==> src/rtl/ram_request_sequencer.sv <==
// ram_request_sequencer: queues word read/write requests in a small FIFO and
// issues them one at a time to the RAM controller over its
// instruction/latch/ready handshake. Read data returns in request order as
// one-cycle rsp_valid pulses. A controller that never acknowledges a latch is
// treated as done after ACK_TIMEOUT cycles; this is flagged in the sticky
// timeout_err output.
//
// Handshake semantics: a request transfers on any posedge where
// req_valid & req_ready are both 1. req_ready depends only on the registered
// FIFO count, so it never depends on req_valid in the same cycle. rsp_valid has
// no backpressure; the consumer must take every pulse.
//
// dbg_state exposes the FSM state register: 0 IDLE, 1 ISSUE, 2 WAIT_BUSY,
// 3 WAIT_DONE, 4 COMPLETE.
module ram_request_sequencer #(
  parameter int   DEPTH_LOG2  = 2,
  parameter int   ACK_TIMEOUT = 7,
  parameter logic READ        = 1'b0,
  parameter logic WRITE       = 1'b1
) (
  input  logic                  clk,
  input  logic                  rst_n,
  input  logic                  req_valid,
  output logic                  req_ready,
  input  logic                  req_write,
  input  logic [22:0]           req_addr,
  input  logic [15:0]           req_data,
  output logic                  rsp_valid,
  output logic [15:0]           rsp_data,
  output logic [22:0]           rsp_addr,
  output logic                  ram_instruction,
  output logic                  ram_latch,
  output logic [22:0]           ram_addr,
  output logic [15:0]           ram_wdata,
  input  logic [15:0]           ram_rdata,
  input  logic                  ram_ready,
  output logic                  busy,
  output logic [DEPTH_LOG2:0]   fifo_count,
  output logic                  timeout_err,
  output logic [2:0]            dbg_state
);

  localparam int DEPTH = 1 << DEPTH_LOG2;
  localparam int PW    = DEPTH_LOG2;
  localparam int CW    = DEPTH_LOG2 + 1;
  localparam int TW    = $clog2(ACK_TIMEOUT + 1);
  localparam int EW    = 1 + 23 + 16;

  localparam logic [2:0] S_IDLE      = 3'd0;
  localparam logic [2:0] S_ISSUE     = 3'd1;
  localparam logic [2:0] S_WAIT_BUSY = 3'd2;
  localparam logic [2:0] S_WAIT_DONE = 3'd3;
  localparam logic [2:0] S_COMPLETE  = 3'd4;

  // FIFO storage and pointers
  logic [EW-1:0] mem_q [DEPTH];
  logic [PW-1:0] wr_ptr_q, wr_ptr_d;
  logic [PW-1:0] rd_ptr_q, rd_ptr_d;
  logic [CW-1:0] count_q, count_d;

  // FSM and command/response registers
  logic [2:0]    state_q, state_d;
  logic [TW-1:0] timer_q, timer_d;
  logic          timeout_q, timeout_d;
  logic          instr_q, instr_d;
  logic [22:0]   addr_q, addr_d;
  logic [15:0]   wdata_q, wdata_d;
  logic          rsp_valid_q, rsp_valid_d;
  logic [15:0]   rsp_data_q, rsp_data_d;
  logic [22:0]   rsp_addr_q, rsp_addr_d;

  logic          push;
  logic          pop;
  logic [EW-1:0] head;
  logic          head_write;
  logic [22:0]   head_addr;
  logic [15:0]   head_data;

  // A full FIFO refuses pushes even when the head pops in the same cycle.
  assign req_ready = (count_q != CW'(DEPTH));
  assign push      = req_valid & req_ready;
  // Pop only from IDLE with an idle controller; a push into an empty FIFO
  // therefore issues on the following cycle at the earliest.
  assign pop       = (state_q == S_IDLE) && (count_q != '0) && ram_ready;

  assign head       = mem_q[rd_ptr_q];
  assign head_write = head[EW-1];
  assign head_addr  = head[EW-2:16];
  assign head_data  = head[15:0];

  // FIFO pointer and occupancy next-state
  always_comb begin
    wr_ptr_d = wr_ptr_q;
    rd_ptr_d = rd_ptr_q;
    count_d  = count_q;
    if (push) wr_ptr_d = wr_ptr_q + PW'(1);
    if (pop)  rd_ptr_d = rd_ptr_q + PW'(1);
    case ({push, pop})
      2'b10:   count_d = count_q + CW'(1);
      2'b01:   count_d = count_q - CW'(1);
      default: count_d = count_q;
    endcase
  end

  // Command FSM: pop, strobe latch once, wait for the controller, return read data
  always_comb begin
    state_d     = state_q;
    timer_d     = timer_q;
    timeout_d   = timeout_q;
    instr_d     = instr_q;
    addr_d      = addr_q;
    wdata_d     = wdata_q;
    rsp_valid_d = 1'b0;
    rsp_data_d  = rsp_data_q;
    rsp_addr_d  = rsp_addr_q;
    case (state_q)
      S_IDLE: begin
        if (pop) begin
          instr_d = head_write ? WRITE : READ;
          addr_d  = head_addr;
          wdata_d = head_data;
          state_d = S_ISSUE;
        end
      end
      S_ISSUE: begin
        timer_d = '0;
        state_d = S_WAIT_BUSY;
      end
      S_WAIT_BUSY: begin
        if (!ram_ready) begin
          state_d = S_WAIT_DONE;
        end else if (timer_q == TW'(ACK_TIMEOUT - 1)) begin
          // Controller never acknowledged: treat the command as done.
          timeout_d = 1'b1;
          state_d   = S_COMPLETE;
        end else begin
          timer_d = timer_q + TW'(1);
        end
      end
      S_WAIT_DONE: begin
        if (ram_ready) state_d = S_COMPLETE;
      end
      S_COMPLETE: begin
        if (instr_q == READ) begin
          rsp_valid_d = 1'b1;
          rsp_data_d  = ram_rdata;
          rsp_addr_d  = addr_q;
        end
        state_d = S_IDLE;
      end
      default: state_d = S_IDLE;
    endcase
  end

  // FIFO entry storage; contents are don't-care until counted as valid
  always_ff @(posedge clk) begin
    if (push) mem_q[wr_ptr_q] <= {req_write, req_addr, req_data};
  end

  // State registers with synchronous active-low reset
  always_ff @(posedge clk) begin
    if (!rst_n) begin
      wr_ptr_q    <= '0;
      rd_ptr_q    <= '0;
      count_q     <= '0;
      state_q     <= S_IDLE;
      timer_q     <= '0;
      timeout_q   <= 1'b0;
      instr_q     <= READ;
      addr_q      <= '0;
      wdata_q     <= '0;
      rsp_valid_q <= 1'b0;
      rsp_data_q  <= '0;
      rsp_addr_q  <= '0;
    end else begin
      wr_ptr_q    <= wr_ptr_d;
      rd_ptr_q    <= rd_ptr_d;
      count_q     <= count_d;
      state_q     <= state_d;
      timer_q     <= timer_d;
      timeout_q   <= timeout_d;
      instr_q     <= instr_d;
      addr_q      <= addr_d;
      wdata_q     <= wdata_d;
      rsp_valid_q <= rsp_valid_d;
      rsp_data_q  <= rsp_data_d;
      rsp_addr_q  <= rsp_addr_d;
    end
  end

  assign ram_latch       = (state_q == S_ISSUE);
  assign ram_instruction = instr_q;
  assign ram_addr        = addr_q;
  assign ram_wdata       = wdata_q;
  assign rsp_valid       = rsp_valid_q;
  assign rsp_data        = rsp_data_q;
  assign rsp_addr        = rsp_addr_q;
  assign busy            = (count_q != '0) || (state_q != S_IDLE);
  assign fifo_count      = count_q;
  assign timeout_err     = timeout_q;
  assign dbg_state       = state_q;

endmodule

==> config.mk <==
export PLATFORM = sky130hd
export DESIGN_NAME = ram_request_sequencer
export DESIGN_NICKNAME = d
export VERILOG_FILES = /design/src/rtl/ram_request_sequencer.sv
export SDC_FILE = /design/constraint.sdc
export NUM_CORES = 1
export LEC_CHECK = 0
export ABC_AREA = 0
export CAP_MARGIN = 20
export CORE_ASPECT_RATIO = 0.75
export CORE_MARGIN = 8
export CORE_UTILIZATION = 48
export DETAILED_ROUTE_END_ITERATION = 10
export PLACE_DENSITY = 0.81
export SYNTH_ARGS = -nofsm -noshare
export SYNTH_HDL_FRONTEND = slang
export SYNTH_SLANG_ARGS = --single-unit
==> constraint.sdc <==
create_clock -name clk -period 2.85 [get_ports clk]
set_clock_uncertainty 0.05 [all_clocks]
set_input_delay 0.57 -clock clk [delete_from_list [all_inputs] [get_ports clk]]
set_output_delay 0.57 -clock clk [all_outputs]
set_load 0.02 [all_outputs]
==> reports/results.txt, run 1 <==
Critical path origin: dbg_state[2]
Cell count after synthesis: 616
ANT cells: 0
GR Util met2: 26.2%
CTS sink cnt: 256
Total wire length: 20.1 mm
Largest net degree at the start of global routing: 44
Post-synth top cells: edfxtp_1, nand2_1, dfxtp_1, a21oi_1
CTS Buffer Depth: 3
CTS tree: yes
# rows: 44
H-tree depth: 1
Total track usage: 16.3%
P&R area growth vs syn: 28.8%
Die Area: 0.0242 sq mm
Fin. Hold Viols: 0
RSZ-0062 raised after global routing: no
Final setup viols: 0
Seq/Total Area, Yosys: 72.1%
Grt total ovfl: 0
Fillers: 1393
Detailed-router iteration count before antenna repair: 4
Pwr dens: 838 mW/mm^2
Maximum clock frequency: 0.358 GHz
Largest family of logic cells by synthesized area: multiplexers
Adder-Cell Fraction of Synth Area: 1.15%
Pleak: 3.88 nW
Worst-Skew Late Latency: 0.50 ns
Via count: 5586
Overall power: 10.1 mW
Rel. slew slack: 30.1%
Post-synth cell types: 38
CORE AREA: 0.0192 sq mm
Status: finished, final reports clean
DRT antenna net count: 0
Synth warn: 0
Final Non-Filler Cells: 1040
Post-Syn Nets: 684
Vias in the first global route: 5593
Post-synth ARST share: 0%
Period utilization: 98.1%
Max-Cap Viols: 0
Multi-input gate area: 0.00240 sq mm
Yosys top cell area share: 51.5%
Setup crit start kind: register
Met3 usage: 4.74%
GR peak layer: met2
Placed insts: 995
Synth Area in Compound Gates: 7.20%
Post-CTS Setup Bufs: 0
GPL Wtd Cong: 0.759
Max Slew Vio Count: 0
Number of flops mapped to enable cells by yosys: 160
Minimum clock period: 2.80 ns
Number of port buffers: 149
Synth area leader: edfxtp_1
Clock slew at reported path FFs: 0.06 ns
Most frequent cell after synthesis: edfxtp_1
Data required, critical path: 2.23 ns
Ratio of cells with drive above 1 in the final layout: 14.4%
Drt via density: 5.37
Syn Area/Cell: 15.1 sq um
Routed length per instance: 19.3 um
Worst hold start: rsp_addr[10]
FF/Latch Area: 0.00673 sq mm
Slew @ Worst Pin: 1.05 ns
Finished Core Util: 62.5%
Critical Path End Type: output pin
Die X-Extent: 177 um
DIE HEIGHT: 137 um
I/O Pins: 150
Root Buffer: clkbuf_16
Dpl hpwl: 12.7 mm
Xor and xnor area share after synthesis: 0.188%
TritonCTS buffer count: 25
Starting Density: 48.6%
Initial antenna violation count: 0
Post-synthesis simple-gate area fraction: 7.32%
First DRT Iteration DRCs: 444
RR Startpoint: dbg_state[1]
Worst ir drop on vdd: 0.000519 V
Flops & latches, synth: 256
Global-route wire length before repair: 31.2 mm
Grt met1 use: 21.9%
Setup Crit Path Kind: register to output pin
Mapped cell area: 0.00933 sq mm
DRC viols: 0
CP max FO: 10
Ys flop type: edfxtp_1
Top cells by area, synth: edfxtp_1, dfxtp_1, mux4_2
Worst min path class: register to register
Worst path arrival time: 2.18 ns
Nets@finish: 837
Post-synthesis mux area share: 9.66%
per-stage QoR:
stage / TNS (ns) / setup WS [ns] / instance area, sq um / hold slack, ns
after floorplan: 0 / 0.0401 / 9330 / 0.403
after global placement: -0.169 / -0.169 / 11200 / 0.392
after detailed placement: -0.213 / -0.213 / 11200 / 0.396
after CTS: 0 / 0.0441 / 12000 / 0.404
after global routing: 0 / 0.00539 / 12000 / 0.422
final: 0 / 0.0529 / 12000 / 0.403
critical path, stage by stage, from the launching register on:
cell	delay, ns
dfxtp_1	0.32
buf_4	0.17
or3b_2	0.51
inv_1	0.08
clkdlybuf4s50_1	0.60
cell type report:
class | instances | area share [%]
clock buffers | 28 | 5.38
clock inverters | 17 | 1.68
inverters | 10 | 0.312
multi-input cells | 308 | 20.0
flip-flops and latches | 256 | 56.0
well taps | 253 | 2.63
repair buffers | 168 | 14.0
registers in the layout (all words and copies together), names as in the netlist, named ones only:
register and cells:
ram_wdata 16, rsp_valid 1, mem_q 160, timer_q 3, ram_instruction 1, fifo_count 3
rsp_data 16, timeout_err 1, ram_addr 23, wr_ptr_q 2, rsp_addr 23, dbg_state 3
rd_ptr_q 2
what timing repair did:
item / 4_1_cts / 5_1_grt
hold buffers: 0 / 0
resized for setup: 1 / 0
setup endpoints to repair: 1 / 0
path summary, 6_finish.rpt:
| kind | endpoint | cells after the start | slack (ns) |
|---|---|---|---|
| worst max-delay path | ram_latch | 4 | 0.05 |
| worst min-delay path | rsp_addr[10] | 2 | 0.40 |
| worst max register to register | fifo_count[2] | 8 | 0.41 |
| worst min register to register | rsp_addr[10] | 2 | 0.40 |
layer usage:
metal / routed length, um / up-vias
li1: - / 2613
met3: 1670 / 26
met1: 8850 / 2765
met4: 281 / 0
met2: 9280 / 182
met5: 0 / -
cell families (layout without fill, tap and decap cells):
logic type      Yosys count  count (layout)
mux                      40              40
flops                   256             256
xor+xnor                  2               2
compound gates          101             101
fa+ha+maj                 8               8
buf+inv                  52             223
simple gates            157             157
placed cells by master (no fill, tap or decap), types with 3 or more instances in the layout:
master,netlist,final
and3_2,0,4
dfxtp_1,96,93
o2bb2ai_1,40,40
mux4_2,40,40
edfxtp_1,160,160
nand2_1,123,123
o21ai_0,3,3
nor3_1,3,3
a21oi_1,51,51
ha_1,7,7
nor2_1,6,6
buf_12,0,4
clkinv_1,1,4
or3_1,3,3
clkdlybuf4s50_1,0,148
inv_1,9,9
clkinvlp_4,0,4
clkbuf_16,0,25
bufinv_16,0,4
buf_4,0,15
nand3_1,4,4
power breakdown:
group | internal, mW | switching (mW) | total [mW]
Clock | 2.01 | 1.34 | 3.35
Combinational | 1.03 | 1.05 | 2.08
Sequential | 4.35 | 0.296 | 4.64
(Power assumes the default switching activity.)
==> inputs of run 2 (changes only) <==
- ABC_AREA: 0 -> 1
- CORE_UTILIZATION: 48 -> 50
- CTS_BUF_LIST: unset -> sky130_fd_sc_hd__clkbuf_8
- PLACE_DENSITY: 0.81 -> 0.83
==> run 2 against run 1 <==
  * Non-clock buffer count unchanged
  * Via count up 29%
  * Routed wire length up 14%
  * Clock-buffer cell count up 18
  * Die area up 2.4%
  * Global-route usage up 1.9 points
  * Cell count up 38%
  * First-iteration DRC count down 9.2%
  * Maximum frequency up 5.5%
  * Design area up 4.2%
  * Utilization up 1.7 points
  * Critical path type unchanged
  * Critical endpoint is now busy
==> reports/results.txt, run 2 <==
Critical Path End Type: output pin (unchanged)
Syn Area/Cell: 10.1 sq um (was 15.1 sq um)
Max Slew Vio Count: 0 (unchanged)
Finished Core Util: 64.3% (was 62.5%)
Post-CTS Setup Bufs: 0 (unchanged)
I/O Pins: 150 (unchanged)
Starting Density: 51.2% (was 48.6%)
Most frequent cells in the layout: nor2_1, edfxtp_1, clkdlybuf4s50_1, nand2_1, dfxtp_1 (was edfxtp_1, clkdlybuf4s50_1, nand2_1, dfxtp_1, a21oi_1)
Clock slew at reported path FFs: 0.07 ns (was 0.06 ns)
Die Area: 0.0248 sq mm (was 0.0242 sq mm)
Most frequent cell after synthesis: nor2_1 (was edfxtp_1)
Vias in the first global route: 7074 (was 5593)
Worst-Skew Late Latency: 0.52 ns (was 0.50 ns)
CORE AREA: 0.0195 sq mm (was 0.0192 sq mm)
Post-synth ARST share: 0% (unchanged)
Post-Syn Nets: 1060 (was 684)
Via count: 7205 (was 5586)
DRC viols: 0 (unchanged)
Rel. slew slack: 67.0% (was 30.1%)
DRT antenna net count: 0 (unchanged)
Root Buffer: clkbuf_8 (was clkbuf_16)
Yosys top cell area share: 48.1% (was 51.5%)
Maximum clock frequency: 0.377 GHz (was 0.358 GHz)
Initial antenna violation count: 2 (was 0)
Commonest non-fill, non-tap cell in the layout: nor2_1 (was edfxtp_1)
Xor and xnor area share after synthesis: 0.176% (was 0.188%)
RSZ-0062 raised after global routing: no (unchanged)
Setup crit start kind: register (unchanged)
Final setup viols: 0 (unchanged)
Fillers: 1487 (was 1393)
Post-cts sizing count: 0 (was 1)
Minimum clock period: 2.65 ns (was 2.80 ns)
Dpl ws: 0.273 ns (was -0.213 ns)
Multi-input gate area: 0.00280 sq mm (was 0.00240 sq mm)
Nets@finish: 1218 (was 837)
Global-route wire length before repair: 36.3 mm (was 31.2 mm)
Data required, critical path: 2.23 ns (about the same)
Post-synth top cells: nor2_1, edfxtp_1, nand2_1, dfxtp_1, o21ai_0 (was edfxtp_1, nand2_1, dfxtp_1, a21oi_1)
Routed length per instance: 15.9 um (was 19.3 um)
Cell area after layout: 0.0125 sq mm (was 0.0120 sq mm)
Seq/Total Area, Yosys: 67.4% (was 72.1%)
Mapped cell area: 0.00998 sq mm (was 0.00933 sq mm)
Total wire length: 22.8 mm (was 20.1 mm)
Synth Area in Compound Gates: 8.00% (was 7.20%)
Drt via density: 5.03 (was 5.37)
Flops & latches, synth: 256 (unchanged)
Post-synthesis simple-gate area fraction: 18.4% (was 7.32%)
Total track usage: 18.2% (was 16.3%)
Number of flip-flops in the largest register: 160 (unchanged)
CTS tree: yes (unchanged)
Cell count after synthesis: 992 (was 616)
Die X-Extent: 179 um (was 177 um)
P&R area growth vs syn: 25.5% (was 28.8%)
DIE HEIGHT: 138 um (was 137 um)
Fin. Hold Viols: 0 (unchanged)
Adder-Cell Fraction of Synth Area: 1.08% (was 1.15%)
GPL Wtd Cong: 0.758 (was 0.759)
Grt total ovfl: 0 (unchanged)
Top cells by area, synth: edfxtp_1, dfxtp_1, nor2_1 (was edfxtp_1, dfxtp_1, mux4_2)
Setup WS post-layout: 0.199 ns (was 0.0529 ns)
Pwr dens: 895 mW/mm^2 (was 838 mW/mm^2)
Period utilization: 93.0% (was 98.1%)
CP max FO: 5 (was 10)
Placed inst area: 0.0118 sq mm (was 0.0112 sq mm)
Pleak: 4.84 nW (was 3.88 nW)
Worst ir drop on vdd: 0.000448 V (was 0.000519 V)
Max-Cap Viols: 0 (unchanged)
Number of flops mapped to enable cells by yosys: 160 (unchanged)
Setup Crit Path Kind: register to output pin (unchanged)
Largest family of logic cells by synthesized area: simple AND/OR/NAND/NOR gates (was multiplexers)
Status: finished, final reports clean (unchanged)
Largest net degree at the start of global routing: 81 (was 44)
Worst path arrival time: 2.03 ns (was 2.18 ns)
TritonCTS buffer count: 39 (was 25)
Ratio of cells with drive above 1 in the final layout: 9.34% (was 14.4%)
Dpl hpwl: 14.6 mm (was 12.7 mm)
CTS Buffer Depth: 3 (unchanged)
Synth warn: 0 (unchanged)
FF/Latch Area: 0.00673 sq mm (about the same)
Ys flop type: edfxtp_1 (unchanged)
Synth area leader: edfxtp_1 (unchanged)
Hold Buf Count CTS: 0 (unchanged)
# rows: 44 (unchanged)
Setup TNS: 0 ns (unchanged)
CTS sink cnt: 256 (unchanged)
First DRT Iteration DRCs: 403 (was 444)
Worst min path class: register to register (unchanged)
Slew @ Worst Pin: 0.495 ns (was 1.05 ns)
Post-synthesis mux area share: 0% (was 9.66%)
Number of port buffers: 149 (unchanged)
Detailed-router iteration count before antenna repair: 5 (was 4)
H-tree depth: 2 (was 1)
Post-synth cell types: 29 (was 38)
Largest Register: mem_q (unchanged)
[run 2: final timing paths]
kind                 start             to  slack [ns]  cells after the start
max          fifo_count[0]           busy        0.20                      4
min            ram_addr[3]    rsp_addr[3]        0.42                      2
max reg2reg  fifo_count[1]  fifo_count[2]        0.74                     11
min reg2reg    ram_addr[3]    rsp_addr[3]        0.42                      2
[run 2: critical path: stages, from the launching register on]
cell and delay [ns]:
dfxtp_1 0.31, inv_1 0.16, nand3_2 0.18, or2_2 0.31, clkdlybuf4s50_1 0.55
[run 2: through the flow]
stage | total power, mW | std cells | hold WS, ns
floorplan | 7.06 | 992 | 0.404
global placement | 8.29 | 1362 | 0.402
detailed placement | 8.40 | 1362 | 0.413
CTS | 11.3 | 1431 | 0.425
global route | 11.9 | 1431 | 0.446
finish | 11.2 | 1432 | 0.421
[run 2: cell type report]
class	count	share of cell area, %
well taps	253	2.53
diodes	1	0.0200
inverters	64	1.92
flip-flops and latches	256	53.7
repair buffers	168	13.5
multi-input cells	621	22.3
clock inverters	23	0.909
clock buffers	46	5.06
[run 2: per-layer routing]
| metal | up-vias | GRT usage, % | wire [um] |
|---|---|---|---|
| li1 | 3564 | - | - |
| met1 | 3422 | 22.7 | 9780 |
| met2 | 188 | 30.8 | 11200 |
| met3 | 29 | 4.87 | 1510 |
| met4 | 2 | 4.59 | 293 |
| met5 | - | 0 | 13 |
[run 2: logic make-up after synthesis]
kind of cell               after synthesis
and+or+nand+nor                        452
buffers and inverters                  115
xor gates and xnor gates                 2
adders and majority gates                8
AOI/OAI and AO/OA                      159
DFF                                    256
[run 2: power by group]
| part | total [mW] | internal (mW) | switching, mW |
|---|---|---|---|
| Sequential | 4.77 | 4.50 | 0.269 |
| Clock | 2.90 | 1.55 | 1.35 |
| Combinational | 3.55 | 1.39 | 2.16 |
==> inputs of run 3 (changes only) <==
- CAP_MARGIN: 20 -> unset
- CELL_PAD_IN_SITES_DETAIL_PLACEMENT: unset -> 1
- CELL_PAD_IN_SITES_GLOBAL_PLACEMENT: unset -> 1
- CORE_UTILIZATION: 50 -> 39
==> run 3 against run 2 <==
  * Die area increased by 25%
  * Design area rose by 2.1%
  * Routed wire length increased by 16%
  * Sequential share of layout area fell by 1.1 points
  * Register-to-register slack worse by 0.10 ns
  * Sequential power about the same
  * Sequential cell count unchanged
  * First-iteration DRC count down 14%
  * Total power rose by 3.7%
  * Critical endpoint unchanged
  * Largest cell class unchanged
==> reports/results.txt, run 3 (synthesis results as in run 2) <==
First DRT Iteration DRCs: 348 (was 403)
DRT antenna net count: 0 (unchanged)
CP max FO: 5 (unchanged)
Overall power: 11.6 mW (was 11.2 mW)
Root Buffer: clkbuf_8 (unchanged)
Slew @ Worst Pin: 0.913 ns (was 0.495 ns)
CTS tree: yes (unchanged)
Worst path arrival time: 2.06 ns (was 2.03 ns)
Nets@finish: 1221 (was 1218)
P&R area growth vs syn: 28.1% (was 25.5%)
Commonest non-fill, non-tap cell in the layout: nor2_1 (unchanged)
Pwr dens: 909 mW/mm^2 (was 895 mW/mm^2)
I/O Pins: 150 (unchanged)
Minimum clock period: 2.68 ns (was 2.65 ns)
Die X-Extent: 201 um (was 179 um)
DIE HEIGHT: 155 um (was 138 um)
Routed length per instance: 17.3 um (was 15.9 um)
RSZ-0062 raised after global routing: no (unchanged)
CTS sink cnt: 256 (unchanged)
Most frequent cells in the layout: nor2_1, edfxtp_1, clkdlybuf4s50_1, nand2_1, dfxtp_1 (unchanged)
Pleak: 4.92 nW (was 4.84 nW)
Dpl hpwl: 17.3 mm (was 14.6 mm)
Via count: 7304 (was 7205)
Final Non-Filler Cells: 1525 (was 1432)
Die Area: 0.0310 sq mm (was 0.0248 sq mm)
Number of port buffers: 149 (unchanged)
Maximum clock frequency: 0.374 GHz (was 0.377 GHz)
Worst min path class: register to register (unchanged)
Largest Register: mem_q (unchanged)
Worst hold stages: 2 (unchanged)
Clock slew at reported path FFs: 0.06 ns (was 0.07 ns)
Period utilization: 93.9% (was 93.0%)
DRC viols: 0 (unchanged)
Hold Buf Count CTS: 0 (unchanged)
Final setup viols: 0 (unchanged)
H-tree depth: 2 (unchanged)
Setup Crit Path Kind: register to output pin (unchanged)
Drt via density: 4.79 (was 5.03)
Fin. Hold Viols: 0 (unchanged)
GPL Wtd Cong: 0.740 (was 0.758)
Data required, critical path: 2.23 ns (about the same)
Worst R2R Path Depth: 11 (unchanged)
Number of flip-flops in the largest register: 160 (unchanged)
Global-route wire length before repair: 42.2 mm (was 36.3 mm)
CORE AREA: 0.0250 sq mm (was 0.0195 sq mm)
Total track usage: 16.8% (was 18.2%)
Finished Core Util: 51.1% (was 64.3%)
Starting Density: 39.9% (was 51.2%)
Worst ir drop on vdd: 0.000381 V (was 0.000448 V)
Grt total ovfl: 0 (unchanged)
Critical Path End Type: output pin (unchanged)
Placed insts: 1447 (was 1362)
Total wire length: 26.4 mm (was 22.8 mm)
Vias in the first global route: 7943 (was 7074)
Max Slew Vio Count: 0 (unchanged)
Detailed-router iteration count before antenna repair: 4 (was 5)
Setup crit start kind: register (unchanged)
ANT cells: 0 (was 1)
TritonCTS buffer count: 42 (was 39)
Rel. slew slack: 39.2% (was 67.0%)
Worst-Skew Late Latency: 0.53 ns (was 0.52 ns)
Final hold slack: 0.421 ns (about the same)
Max-Cap Viols: 0 (unchanged)
Status: finished, final reports clean (unchanged)
CTS Buffer Depth: 3 (unchanged)
Ratio of cells with drive above 1 in the final layout: 9.86% (was 9.34%)
# rows: 50 (was 44)
Largest net degree at the start of global routing: 81 (unchanged)
Initial antenna violation count: 2 (unchanged)
-- run 3: changes by cell type in the layout (fill, tap and decap cells not counted), sizes merged --
| cell | before | now |
|---|---|---|
| diode | 1 | 0 |
| inv | 80 | 84 |
| bufinv | 1 | 2 |
| clkbuf | 46 | 50 |
-- run 3: final cells by class --
type	instances	area [sq um]
clock inverters	28	161
clock buffers	50	688
well taps	338	423
inverters	64	240
fillers	2761	12200
repair buffers	168	1740
flip-flops and latches	256	6730
multi-input cells	621	2800
-- run 3: power by group --
group | internal (mW) | leakage, nW | total, mW | switching, mW
clock | 1.77 | 0.511 | 3.20 | 1.43
combinational | 1.39 | 2.15 | 3.65 | 2.26
sequential | 4.50 | 2.25 | 4.77 | 0.272
total | 7.66 | 4.92 | 11.6 | 3.96
-- run 3: final timing paths --
| check | start | to | slack [ns] |
|---|---|---|---|
| worst max-delay path | fifo_count[0] | busy | 0.17 |
| worst min-delay path | ram_addr[22] | rsp_addr[22] | 0.42 |
| worst max register to register | fifo_count[1] | fifo_count[2] | 0.64 |
| worst min register to register | ram_addr[22] | rsp_addr[22] | 0.42 |
-- run 3: repair_timing --
item                       in CTS  in global routing
setup buffers                   0                  0
resized for setup               1                  0
setup endpoints to repair       1                  0
-- run 3: worst max-delay path, cell delays in order, from the launching register on --
cell	delay [ns]
dfxtp_1	0.31
inv_1	0.18
nand3_2	0.19
or2_2	0.31
clkdlybuf4s50_1	0.55
-- run 3: through the flow --
stage	TNS, ns	setup slack (ns)	instance area (sq um)
final	0	0.173	12800
after global routing	0	0.0663	12800
after CTS	0	0.0995	12800
after detailed placement	0	0.0912	11900
after global placement	0	0.222	11900
after floorplan	-58.64	-0.367	9980
-- run 3: routing by layer --
metal / global-route usage, % / vias up / routed length [um]
li1: - / 3573 / -
met1: 19.7 / 3563 / 11500
met2: 30.5 / 120 / 13400
met3: 4.05 / 44 / 1150
met4: 4.37 / 4 / 422
met5: 0 / - / 27
